--- src/rtl/ofmap_wr_addr_gen_if.sv ---
// Signal bundle between the systolic-array result port, the ofmap SRAM write
// port and the top-level sequencer, as seen by ofmap_wr_addr_gen.
// slave  : the address generator itself
// master : whatever drives it (top FSM, array, SRAM arbiter or a bench)
interface ofmap_wr_addr_gen_if #(
    parameter int SRAM_ADDR_W = 16,
    parameter int DATA_W      = 32
);
    logic                   start_i;
    logic [SRAM_ADDR_W-1:0] base_addr_i;
    logic                   res_valid_i;
    logic [DATA_W-1:0]      res_data_i;
    logic                   res_last_i;
    logic                   res_ready_o;
    logic                   sram_wr_en_o;
    logic [SRAM_ADDR_W-1:0] sram_wr_addr_o;
    logic [DATA_W-1:0]      sram_wr_data_o;
    logic                   sram_gnt_i;
    logic                   busy_o;
    logic                   done_o;
    logic                   err_o;

    modport slave (
        input  start_i, base_addr_i, res_valid_i, res_data_i, res_last_i, sram_gnt_i,
        output res_ready_o, sram_wr_en_o, sram_wr_addr_o, sram_wr_data_o, busy_o, done_o, err_o
    );

    modport master (
        output start_i, base_addr_i, res_valid_i, res_data_i, res_last_i, sram_gnt_i,
        input  res_ready_o, sram_wr_en_o, sram_wr_addr_o, sram_wr_data_o, busy_o, done_o, err_o
    );
endinterface

--- src/rtl/ofmap_wr_addr_gen.sv ---
// Output-feature-map write address generator.
// Takes the Conv2D result stream, writes each pixel to ofmap SRAM in raster
// order at base + h*OUT_W + w, using only incrementers (no multiplier).
// A single write register decouples the result stream from SRAM grants and
// still sustains one beat per cycle when the SRAM grants every cycle.
//
// Build option: OFMAP_RELU_EN -- clamp negative results to zero as they are
// loaded into the write register (no extra latency).
//
// state    | meaning
// ---------+-------------------------------------------------------------
// ST_IDLE  | waiting for start_i; no image in flight
// ST_RUN   | accepting result beats and issuing writes
// ST_FLUSH | all beats accepted; waiting for the final write to be granted
module ofmap_wr_addr_gen #(
    parameter int IMG_W       = 28,
    parameter int IMG_H       = 28,
    parameter int K_R         = 5,
    parameter int K_S         = 5,
    parameter int SRAM_ADDR_W = 16,
    parameter int DATA_W      = 32
) (
    input  logic               clk_i,
    input  logic               rst_sync_n_i,
    ofmap_wr_addr_gen_if.slave bus
);
    localparam int OUT_W = IMG_W - K_S + 1;
    localparam int OUT_H = IMG_H - K_R + 1;

    localparam logic [7:0]             W_LAST   = 8'(OUT_W - 1);
    localparam logic [7:0]             H_LAST   = 8'(OUT_H - 1);
    localparam logic [SRAM_ADDR_W-1:0] ROW_STEP = SRAM_ADDR_W'(OUT_W);
    localparam logic [SRAM_ADDR_W-1:0] ADDR_ONE = SRAM_ADDR_W'(1);

    typedef enum logic [1:0] {
        ST_IDLE  = 2'd0,
        ST_RUN   = 2'd1,
        ST_FLUSH = 2'd2
    } state_t;

    state_t                 state_q, state_d;
    logic [7:0]             w_q, w_d;
    logic [7:0]             h_q, h_d;
    logic [SRAM_ADDR_W-1:0] row_base_q, row_base_d;
    logic [SRAM_ADDR_W-1:0] next_addr_q, next_addr_d;
    logic [SRAM_ADDR_W-1:0] wr_addr_q, wr_addr_d;
    logic [DATA_W-1:0]      wr_data_q, wr_data_d;
    logic                   pending_q, pending_d;
    logic                   err_q, err_d;

    logic                   ready;
    logic                   accept;
    logic                   retire;
    logic                   done;
    logic                   last_beat;
    logic [DATA_W-1:0]      load_data;

    // Value placed in the write register for an accepted beat.
    always_comb begin
        load_data = bus.res_data_i;
`ifdef OFMAP_RELU_EN
        if (bus.res_data_i[DATA_W-1]) begin
            load_data = '0;
        end
`endif
    end

    // Next-state, handshake and address-walk logic.
    always_comb begin
        state_d     = state_q;
        w_d         = w_q;
        h_d         = h_q;
        row_base_d  = row_base_q;
        next_addr_d = next_addr_q;
        wr_addr_d   = wr_addr_q;
        wr_data_d   = wr_data_q;
        pending_d   = pending_q;
        err_d       = err_q;
        ready       = 1'b0;
        accept      = 1'b0;
        done        = 1'b0;
        retire      = pending_q && bus.sram_gnt_i;
        last_beat   = (w_q == W_LAST) && (h_q == H_LAST);

        case (state_q)
            ST_IDLE: begin
                if (bus.start_i) begin
                    state_d     = ST_RUN;
                    row_base_d  = bus.base_addr_i;
                    next_addr_d = bus.base_addr_i;
                    w_d         = '0;
                    h_d         = '0;
                    err_d       = 1'b0;
                end
            end
            ST_RUN: begin
                // A granted write frees the register in the same cycle,
                // which is what keeps the stream at one beat per cycle.
                ready  = !pending_q || bus.sram_gnt_i;
                accept = ready && bus.res_valid_i;
                if (accept && last_beat) begin
                    state_d = ST_FLUSH;
                end
            end
            ST_FLUSH: begin
                if (retire) begin
                    state_d = ST_IDLE;
                    done    = 1'b1;
                end
            end
            default: begin
                state_d = ST_IDLE;
            end
        endcase

        if (retire) begin
            pending_d = 1'b0;
        end

        if (accept) begin
            pending_d = 1'b1;
            wr_addr_d = next_addr_q;
            wr_data_d = load_data;
            if (bus.res_last_i != last_beat) begin
                err_d = 1'b1;
            end
            if (w_q != W_LAST) begin
                w_d         = w_q + 8'd1;
                next_addr_d = next_addr_q + ADDR_ONE;
            end else begin
                w_d         = '0;
                h_d         = h_q + 8'd1;
                row_base_d  = row_base_q + ROW_STEP;
                next_addr_d = row_base_q + ROW_STEP;
            end
        end
    end

    // State and datapath registers; reset aborts any image in flight.
    always_ff @(posedge clk_i) begin
        if (!rst_sync_n_i) begin
            state_q     <= ST_IDLE;
            w_q         <= '0;
            h_q         <= '0;
            row_base_q  <= '0;
            next_addr_q <= '0;
            wr_addr_q   <= '0;
            wr_data_q   <= '0;
            pending_q   <= 1'b0;
            err_q       <= 1'b0;
        end else begin
            state_q     <= state_d;
            w_q         <= w_d;
            h_q         <= h_d;
            row_base_q  <= row_base_d;
            next_addr_q <= next_addr_d;
            wr_addr_q   <= wr_addr_d;
            wr_data_q   <= wr_data_d;
            pending_q   <= pending_d;
            err_q       <= err_d;
        end
    end

    assign bus.res_ready_o    = ready;
    assign bus.sram_wr_en_o   = pending_q;
    assign bus.sram_wr_addr_o = wr_addr_q;
    assign bus.sram_wr_data_o = wr_data_q;
    assign bus.busy_o         = (state_q != ST_IDLE);
    assign bus.done_o         = done;
    assign bus.err_o          = err_q;
endmodule
--- src/flat_wrapper.sv ---
// flat-port wrapper written by rule: the top's interface ports become plain ports
module ofmap_wr_addr_gen_flat 
#(
    parameter int IMG_W       = 28,
    parameter int IMG_H       = 28,
    parameter int K_R         = 5,
    parameter int K_S         = 5,
    parameter int SRAM_ADDR_W = 16,
    parameter int DATA_W      = 32
)
  (clk_i, rst_sync_n_i, bus_start_i, bus_base_addr_i, bus_res_valid_i, bus_res_data_i, bus_res_last_i, bus_sram_gnt_i, bus_res_ready_o, bus_sram_wr_en_o, bus_sram_wr_addr_o, bus_sram_wr_data_o, bus_busy_o, bus_done_o, bus_err_o);
  ofmap_wr_addr_gen_if #(.SRAM_ADDR_W(SRAM_ADDR_W), .DATA_W(DATA_W)) bus_i ();
  input  logic clk_i;
  input  logic rst_sync_n_i;
  input wire logic [$bits(bus_i.start_i)-1:0] bus_start_i;
  input wire logic [$bits(bus_i.base_addr_i)-1:0] bus_base_addr_i;
  input wire logic [$bits(bus_i.res_valid_i)-1:0] bus_res_valid_i;
  input wire logic [$bits(bus_i.res_data_i)-1:0] bus_res_data_i;
  input wire logic [$bits(bus_i.res_last_i)-1:0] bus_res_last_i;
  input wire logic [$bits(bus_i.sram_gnt_i)-1:0] bus_sram_gnt_i;
  output wire logic [$bits(bus_i.res_ready_o)-1:0] bus_res_ready_o;
  output wire logic [$bits(bus_i.sram_wr_en_o)-1:0] bus_sram_wr_en_o;
  output wire logic [$bits(bus_i.sram_wr_addr_o)-1:0] bus_sram_wr_addr_o;
  output wire logic [$bits(bus_i.sram_wr_data_o)-1:0] bus_sram_wr_data_o;
  output wire logic [$bits(bus_i.busy_o)-1:0] bus_busy_o;
  output wire logic [$bits(bus_i.done_o)-1:0] bus_done_o;
  output wire logic [$bits(bus_i.err_o)-1:0] bus_err_o;
  assign bus_i.start_i = bus_start_i;
  assign bus_i.base_addr_i = bus_base_addr_i;
  assign bus_i.res_valid_i = bus_res_valid_i;
  assign bus_i.res_data_i = bus_res_data_i;
  assign bus_i.res_last_i = bus_res_last_i;
  assign bus_i.sram_gnt_i = bus_sram_gnt_i;
  assign bus_res_ready_o = bus_i.res_ready_o;
  assign bus_sram_wr_en_o = bus_i.sram_wr_en_o;
  assign bus_sram_wr_addr_o = bus_i.sram_wr_addr_o;
  assign bus_sram_wr_data_o = bus_i.sram_wr_data_o;
  assign bus_busy_o = bus_i.busy_o;
  assign bus_done_o = bus_i.done_o;
  assign bus_err_o = bus_i.err_o;
  ofmap_wr_addr_gen #(.IMG_W(IMG_W), .IMG_H(IMG_H), .K_R(K_R), .K_S(K_S), .SRAM_ADDR_W(SRAM_ADDR_W), .DATA_W(DATA_W)) u_core (.clk_i(clk_i), .rst_sync_n_i(rst_sync_n_i), .bus(bus_i));
endmodule
--- config.mk ---
export PLATFORM = sky130hd
export DESIGN_NAME = ofmap_wr_addr_gen_flat
export DESIGN_NICKNAME = d
export VERILOG_FILES = /design/src/rtl/ofmap_wr_addr_gen_if.sv /design/src/rtl/ofmap_wr_addr_gen.sv /design/src/flat_wrapper.sv
export SDC_FILE = /design/constraint.sdc
export NUM_CORES = 1
export LEC_CHECK = 0
export BUFFER_PORTS_ARGS = -buffer_cell sky130_fd_sc_hd__clkbuf_2
export CORE_UTILIZATION = 58
export CTS_CLUSTER_SIZE = 8
export DETAILED_ROUTE_END_ITERATION = 16
export GPL_TIMING_DRIVEN = 0
export PLACE_DENSITY = 0.94
export SYNTH_ARGS = -nofsm -noshare
export SYNTH_HDL_FRONTEND = slang
export SYNTH_SLANG_ARGS = --single-unit
--- constraint.sdc ---
create_clock -name clk_i -period 3.7 [get_ports clk_i]
set_input_delay 0.74 -clock clk_i [delete_from_list [all_inputs] [get_ports clk_i]]
set_output_delay 0.74 -clock clk_i [all_outputs]
set_load 0.01 [all_outputs]
; After elaboration in Yosys (flattened, before gate mapping)
; Index checks and enable logic that the tools add are counted.
[word_totals]
reg_bits = 100
out_inout_bits = 53
[op_classes]
muxes = 30
add_sub_neg = 4
reduce_logical = 13
eq_ne = 9
[ops]
columns = operator, count
row1 = $mux 16, 8
row2 = $mux 8, 8
row3 = $add 16x1->16 const B, 1
row4 = $add 16x5->16 const B, 1
row5 = $add 8x1->8 const B, 2
row6 = $eq 8x5->1 const B, 2
row7 = $mux 1, 10
row8 = $ne 8x5->1 const B, 1
row9 = $reduce_bool 2->1, 4
row10 = $mux 2, 3
row11 = $pmux 2 s3, 1
row12 = $logic_and 1x1->1, 4
row13 = $ne 2x1->1 const B, 2
row14 = $reduce_and 3->1, 1
row15 = $eq 2x1->1 const B, 1
row16 = $eq 2x2->1 const B, 1
row17 = $logic_not 2->1, 1
row18 = $ne 2x2->1 const B, 1
row19 = $reduce_and 2->1, 1
row20 = $logic_not 1->1, 1
row21 = $logic_or 1x1->1, 1
row22 = $ne 1x1->1, 1

; Logic depth before layout (Yosys ltp)
; Gate-level depths: netlist of the first run.
[logic_depth]
depth_word = 6
depth_mapped = 8

; Least setup slack after synthesis of the first run
; Ideal clock, no wire load.
[synth_path]
path_type = input port to flip-flop
startpoint = input bus_sram_gnt_i
endpoint = register u_core.row_base_q[7]
setup_ps = 132
stages = 7
arrival_time_ps = 1917
n_path_buf = 2
path_slack_ps = 1651
t_required_ps = 3568
cell_sequence = nand2b_1 and4_1 buf_2 a211o_1 buf_2 o21ai_0 a21oi_1
[synth_via]
elab_chain_len = 4
[synth_lines]
columns = element, line_no
row1 = from (decl), flat_wrapper.sv:20  ; input wire logic [$bits(bus_i.sram_gnt_i)-1:0] bus_sram_gnt_i;
row2 = $logic_or 1x1->1, ofmap_wr_addr_gen.sv:99  ; ready = !pending_q || bus.sram_gnt_i;
row3 = $logic_and 1x1->1, ofmap_wr_addr_gen.sv:100  ; accept = ready && bus.res_valid_i;
row4 = $mux 1, ofmap_wr_addr_gen.sv:85  ; case (state_q)
row5 = $mux 16, ofmap_wr_addr_gen.sv:120  ; if (accept) begin
row6 = to (signal assigned), ofmap_wr_addr_gen.sv:155  ; row_base_q <= row_base_d;
row7 = to (decl), ofmap_wr_addr_gen.sv:44  ; logic [SRAM_ADDR_W-1:0] row_base_q, row_base_d;
; No other way between the ends.
; A chain may end at the register's enable or synchronous reset.

; Final worst setup path of the first run
[layout_path]
startpoint = register u_core.state_q[1]
endpoint = output bus_done_o
[layout_via]
elab_chain_len = 2
[layout_lines]
columns = element, line_no
row1 = from (decl), ofmap_wr_addr_gen.sv:41  ; state_t state_q, state_d;
row2 = from (signal assigned), ofmap_wr_addr_gen.sv:152  ; state_q <= state_d;
row3 = $eq 2x2->1, ofmap_wr_addr_gen.sv:85
row4 = $mux 1, ofmap_wr_addr_gen.sv:85
row5 = to (decl), flat_wrapper.sv:26  ; output wire logic [$bits(bus_i.done_o)-1:0] bus_done_o;
; No other way between the ends.

==> run summary, run 1 <==
Fillers - 638
max-cap viol count - 0
synth unique cells - 67
core area - 7848 sq um
post-CTS sizing - 0
clock share of power - 0.339
Die X - 92.65 um
DR WL/cell - 17.29 um
gr ovfl total - 0
worst-path fanout max - 8
WP data arrival - 1490 ps
layout net count - 780
sequential share of the synthesized area - 0.4201
Int Power - 1.554 mW
RD Place Congestion - 0.9710
Leak - 2.193 nW
# clock sinks - 100
Final Instance Area - 5627 sq um
Mapped Area - 4766 sq um
peak supply drop - 0.0002044 V
Synth Warn # - 0
switch share - 0.2909
fraction of layout cells with a size suffix above 1 - 0.2228
CTS Hold Buffers Added - 0
row count - 32
DR iter-0 viols - 550
Post-DRT Antenna Nets - 0
Combinational Power Share - 0.129
crit end category - output port
Bufs on Longest Clock Path - 2
Post-synth top flop - dfxtp_1
Post-synth EDFFs - 0
CP Data Required Time - 2960 ps
final hold slack - 458.0 ps
# IOs - 107
gr usage total - 0.3389
Worst Skew - 12.54 ps
Pre-antenna DRT Iters - 7
Crit Path Category - reg -> out
Hold Path Class - reg -> reg
measured slew at the worst slew-check pin - 778.7 ps
I/O Buffers - 105
synthesized area per cell - 7.864 sq um
Layout area overhead - 18.06%
DRC Markers - 0
WP buf/inv - 2
Post-Route WL - 14.34 mm
#FFs+latches synth - 100
Max-Slew Margin vs Limit - 0.4790
detailed-route via count - 5069
final hold vios - 0
Finished Core Util - 0.7170
postcts setup bufs - 0
first-pass GRT wire length - 22.89 mm
hpwl dp - 10.40 mm
clk root buf - clkbuf_8
clock latency on the worst-skew pair - 380 ps
pwr/cell area - 389.6 nW/um^2
die area - 8583 sq um
setup_tns - 0 ps
CP cell instances - inv_1 -> nor3_1 -> clkbuf_2
Final WS setup - 1466 ps
RSZ-0062 raised after global routing - no
post-route clock period utilization - 0.6039
max-slew violations - 0
CP peak stage delay - 540 ps
die height - 92.65 um
setup violators final - 0
CTS tree - yes
Placement Cell Area - 5419 sq um
CTS clock-pin slew for the worst setup and hold paths - 100 ps
Reg power frac - 0.532
register area - 2002 sq um
Final min period - 2234 ps
status - complete, no violations
H-tree level count - 3
post-placement setup slack - 1197 ps
syn_nets - 664
FFs w/ async S/R, synth - 0
Crit-path slowest cell - dfxtp_1
# diodes - 0
pin count of the biggest net entering global routing - 19
cells after synthesis - 606
vias in the first global route - 4715
initial antenna violation count - 0
Via-to-Cell Ratio - 6.115
Initial Util - 0.6073
Startpoint Class - flop
TritonCTS buffer count - 9
Net Switching - 0.6377 mW
area of the multi-input gates - 2529 sq um
CP delay by family, top - flip-flops
Fmax achieved - 0.4476 GHz
power groups by stage:
stage | logic, mW | registers [mW] | clock network (mW)
after CTS | 0.276 | 1.16 | 0.739
after global placement | 0.266 | 1.18 | 0
after global routing | 0.307 | 1.17 | 0.782
final | 0.283 | 1.17 | 0.743
after floorplan | 0.159 | 1.19 | 0
after detailed placement | 0.274 | 1.19 | 0
worst min-delay path: stages, from the launching register on:
cell	delay (ps)
dfxtp_1	320
nand2_1	50
a21oi_1	50
path summary, 6_finish.rpt:
check / startpoint / end / slack, ps / cells after the start
worst min register to register: u_core.bus.sram_wr_data_o[2]$_SDFFE_PN0P_ / u_core.bus.sram_wr_data_o[2]$_SDFFE_PN0P_ / 460 / 2
worst max register to register: u_core.w_q[0]$_SDFFE_PN0P_ / u_core.next_addr_q[4]$_SDFFE_PN0P_ / 1490 / 7
worst min-delay path: u_core.bus.sram_wr_data_o[2]$_SDFFE_PN0P_ / u_core.bus.sram_wr_data_o[2]$_SDFFE_PN0P_ / 460 / 2
worst max-delay path: u_core.state_q[1]$_SDFFE_PN0P_ / bus_done_o / 1470 / 3
state kept, by name, summed over array words and instances, names as in the netlist:
register,cells
u_core.state_q,2
u_core.bus.sram_wr_addr_o,16
u_core.w_q,8
u_core.h_q,8
u_core.bus.err_o,1
u_core.row_base_q,16
u_core.next_addr_q,16
u_core.bus.sram_wr_data_o,32
u_core.bus.sram_wr_en_o,1
stage by stage:
step,power (mW),instances
after floorplan,1.346,606
after global placement,1.451,813
after detailed placement,1.463,813
after CTS,2.179,829
after global routing,2.260,829
final,2.192,829
routing by layer:
layer | up-vias | part of all wire | track usage
li1 | 2371 | - | -
met1 | 2338 | 0.40 | 0.4365
met2 | 323 | 0.46 | 0.5494
met3 | 37 | 0.12 | 0.07800
met4 | 0 | 0.025 | 0.1346
met5 | - | 0 | 0
layout by cell type (no fill, tap or decap), drive strengths merged, types with 5 or more instances in the layout:
cell type	Yosys	routed
a21oi	79	79
nor4	9	9
nand4	6	6
clkbuf	17	131
nand3b	6	6
xor2	5	5
and3	11	11
dfxtp	100	100
nand3	18	18
or3	5	5
nor3	22	22
o21ai	29	29
inv	10	13
nor2	28	28
o211ai	5	5
xnor2	12	12
nand2	141	141
a31oi	11	11
buf	25	25
cells in the mapped netlist (2+ instances only):
cell type,n,area [sq um]
nand3b_1,6,45.04
clkbuf_1,17,63.81
nor2_1,27,101.4
a211oi_1,2,15.01
nand4_1,3,18.77
o22ai_1,4,25.02
inv_1,9,33.78
or3_1,4,25.02
buf_4,2,15.01
buf_2,20,100.1
and2_1,3,18.77
a311oi_1,2,17.52
buf_1,2,7.510
nand3_1,17,85.08
o21ai_1,8,40.04
o2111ai_1,2,17.52
ha_1,4,50.05
and3_1,11,68.82
a22oi_1,3,22.52
a221oi_1,4,35.03
o21a_1,4,30.03
a222oi_1,2,20.02
nand2b_1,3,18.77
xnor2_1,12,105.1
o21ai_0,21,105.1
a21boi_0,3,22.52
o211ai_1,5,37.54
dfxtp_1,100,2002
a211o_1,4,35.03
nor3_1,22,110.1
a21oi_1,79,395.4
nand2_1,140,525.5
nand4_4,2,42.54
xor2_1,5,43.79
nor3b_1,2,15.01
a31oi_1,11,68.82
nor4_1,8,50.05
a32oi_1,4,35.03
kinds of logic (layout without fill, tap and decap cells):
logic type / after synthesis / count (layout) / synth area share
AND/OR/NAND/NOR: 265 / 265 / 0.2746
AO/OA/AOI/OAI: 164 / 164 / 0.2043
flip-flops: 100 / 100 / 0.4201
buffers and inverters: 52 / 173 / 0.04936
XOR/XNOR: 17 / 17 / 0.03124
adder cells (fa/ha/maj): 4 / 4 / 0.01050
multiplexers: 4 / 4 / 0.009975
cell type report:
| class | instances | area share |
|---|---|---|
| plain buffers | 42 | 0.03513 |
| clock buffers | 9 | 0.02201 |
| clock inverters | 7 | 0.01490 |
| inverters | 10 | 0.006671 |
| multi-input cells | 454 | 0.4494 |
| flip-flops and latches | 100 | 0.3558 |
| well taps | 102 | 0.02268 |
| repair buffers | 105 | 0.09340 |
No activity file was read; power rests on OpenSTA's default activity.
==> inputs of run 2 (changes only) <==
- ABC_AREA: not set -> 1
- CORE_UTILIZATION: 58 -> 54
- PLACE_DENSITY: 0.94 -> 0.89
- clock period: 3.7 -> 2.1 ns (I/O delays scaled with it)
==> run summary, run 2 <==
status - complete, no violations
top cell type's share of synthesized area - 0.4201 (unchanged)
H-tree level count - 3 (unchanged)
reg2reg start - u_core.row_base_q[3]$_SDFF_PN0_
# IOs - 107 (unchanged)
Post-Route WL - 13.17 mm (-8.1%)
area of the multi-input gates - 2405 sq um (-4.9%)
CTS Hold Buffers Added - 0 (unchanged)
count leader, synth - nor2_1
WL met3 - 1.012 mm (-39%)
core area - 8382 sq um (+6.8%)
Crit Path Category - reg -> reg
commonest non-fill, non-tap cell in the layout - nor2_1
max-cap viol count - 0 (unchanged)
measured slew at the worst slew-check pin - 633.2 ps (-145.5 ps)
Via-to-Cell Ratio - 5.508 (-9.9%)
worst r2r dst - u_core.next_addr_q[13]$_SDFFE_PN0P_
DP Cell Count - 896 (+10%)
#FFs+latches synth - 100 (unchanged)
die area - 9205 sq um (+7.3%)
first-pass GRT wire length - 20.90 mm (-8.7%)
WL met1 - 5.527 mm (-3.7%)
Hold Path Class - in -> reg
TritonCTS buffer count - 9 (unchanged)
pwr/cell area - 760.1 nW/um^2 (+95%)
largest cells by area after synthesis - dfxtp_1, nor2_1, nand2_1
layout net count - 860 (+10%)
initial antenna violation count - 0 (unchanged)
die height - 95.95 um (+3.6%)
post-placement setup slack - 287.5 ps (-909.8 ps)
Synth top cells by count - nor2_1, nand2_1, dfxtp_1, o21ai_0, a21oi_1
synthesized area per cell - 6.957 sq um (-12%)
Layout area overhead - 18.64%
crit end category - flop
CTS clock-pin slew for the worst setup and hold paths - 120 ps (+20 ps)
sequential share of the synthesized area - 0.4201 (unchanged)
WP data arrival - 2130 ps (+640 ps)
Post-synth top flop - dfxtp_1
gr ovfl total - 0 (unchanged)
worst-path fanout max - 4 (-4)
RSZ-0062 raised after global routing - no
setup violators final - 0 (unchanged)
RD Place Congestion - 0.9547 (-1.7%)
max-slew violations - 0 (unchanged)
pin count of the biggest net entering global routing - 21 (+2)
leading area contributor after synthesis - dfxtp_1
Final WS setup - 246.0 ps (-1220 ps)
postcts setup bufs - 0 (unchanged)
Final min period - 1854 ps
CP Data Required Time - 2380 ps (-580 ps)
cells after synthesis - 685 (+13%)
final hold slack - 248.7 ps (-209.3 ps)
Leak - 2.526 nW (+15%)
syn_nets - 743 (+12%)
Post-DRT Antenna Nets - 0 (unchanged)
clock latency on the worst-skew pair - 380 ps (about the same)
setup_tns - 0 ps (unchanged)
Post-synth EDFFs - 0 (unchanged)
Pre-antenna DRT Iters - 5 (-2)
most frequent cells in the layout - nor2_1, nand2_1, clkbuf_2
detailed-route via count - 5023 (-0.91%)
post-route clock period utilization - 0.8828
Met2 Routed Length - 6.082 mm (-7.6%)
Synth Warn # - 0 (unchanged)
peak supply drop - 0.0005193 V (+150%)
Fillers - 733 (+15%)
Largest register FFs - 32 (unchanged)
Reg2Reg Depth - 10 (+3)
synth unique cells - 42 (-37%)
Die X - 95.95 um (+3.6%)
FFs w/ async S/R, synth - 0 (unchanged)
Max Used Layer - met4
fraction of layout cells with a size suffix above 1 - 0.1958 (-0.02705)
hpwl dp - 9.659 mm (-7.1%)
final hold vios - 0 (unchanged)
Non-Filler Instances - 912 (+10%)
# diodes - 0 (unchanged)
WHS Path Cells - 3 (+1)
Worst Skew - 12.46 ps (-0.08840 ps)
CTS tree - yes
vias in the first global route - 4573 (-3.0%)
DR iter-0 viols - 338 (-39%)
hold wc startpoint - bus_res_data_i[7]
CP Launch Point - u_core.row_base_q[3]$_SDFF_PN0_
row count - 33 (+3.1%)
post-CTS sizing - 0 (unchanged)
I/O Buffers - 106 (+0.95%)
Max-Slew Margin vs Limit - 0.5779 (+0.09892)
DRC Markers - 0 (unchanged)
Initial Util - 0.5686 (-0.03871)
Fmax achieved - 0.5394 GHz
clk root buf - clkbuf_8
reg2reg setup slack - 250 ps (-1240 ps)
Finished Core Util - 0.6746 (-0.04242)
Mapped Area - 4766 sq um (unchanged)
Bufs on Longest Clock Path - 2 (unchanged)
Startpoint Class - flop
DR WL/cell - 14.44 um (-16%)
# clock sinks - 100 (unchanged)
register area - 2002 sq um (unchanged)
Min-Delay Endpoint - u_core.bus.sram_wr_data_o[7]$_SDFFE_PN0P_
gr usage total - 0.2987 (-0.04016)
[run 2: changes by cell type after synthesis, moves of 16 or more]
cell and change:
nor3_1 -16, inv_1 +36, nor2_1 +104, a21oi_1 -30, o21ai_0 +67, nand3_1 +17
[run 2: worst max-delay path by stage]
stage	endpoint	cells after the start	slack, ps
floorplan	u_core.row_base_q[11]$_SDFF_PN0_	8	600
global placement	u_core.next_addr_q[13]$_SDFFE_PN0P_	10	320
detailed placement	u_core.next_addr_q[6]$_SDFFE_PN0P_	9	290
CTS	u_core.next_addr_q[13]$_SDFFE_PN0P_	10	280
global route	u_core.next_addr_q[13]$_SDFFE_PN0P_	10	90
finish	u_core.next_addr_q[13]$_SDFFE_PN0P_	10	250
[run 2: kinds of logic after synthesis]
family	after synthesis	synth area share
adders and majority gates	4	0.01050
DFF	100	0.4201
AOI/OAI and AO/OA	160	0.1793
buffers and inverters	84	0.07534
and+or+nand+nor	330	0.3019
xor gates and xnor gates	7	0.01286
[run 2: critical path, stage by stage (launching register included)]
cell and delay [ps]:
dfxtp_1 370, inv_1 80, ha_1 240, nor2_1 310, nand2_1 140, nor2_1 130
a21oi_1 70, o21ai_0 110, nand2_1 160, nor2_1 120, nor2_1 40
[run 2: per-stage QoR]
step,cell area (sq um),total power [mW]
2_1_floorplan,4766,2.646
4_1_cts,5654,4.295
5_1_grt,5654,4.476
6_report,5654,4.298
3_3_place_gp,5428,2.910
3_5_place_dp,5428,2.940
[run 2: final cells by class]
class	count	share of cell area
Clock buffer	9	0.02191
Multi-Input combinational cell	501	0.4253
Tap cell	105	0.02324
Clock inverter	7	0.01815
Inverter	52	0.03518
Buffer	32	0.02832
Timing Repair Buffer	106	0.09383
Sequential cell	100	0.3541
[run 2: report_power, final]
group / switching (mW) / total [mW] / leakage (nW) / internal [mW]
registers: 0.112 / 2.15 / 0.817 / 2.04
clock network: 0.789 / 1.39 / 0.114 / 0.597
logic: 0.480 / 0.760 / 1.60 / 0.280
[run 2: per-layer routing]
| layer | global-route usage | up-vias |
|---|---|---|
| li1 | - | 2475 |
| met1 | 0.3540 | 2275 |
| met2 | 0.5107 | 231 |
| met3 | 0.06872 | 42 |
| met4 | 0.1405 | 0 |
| met5 | 0 | - |
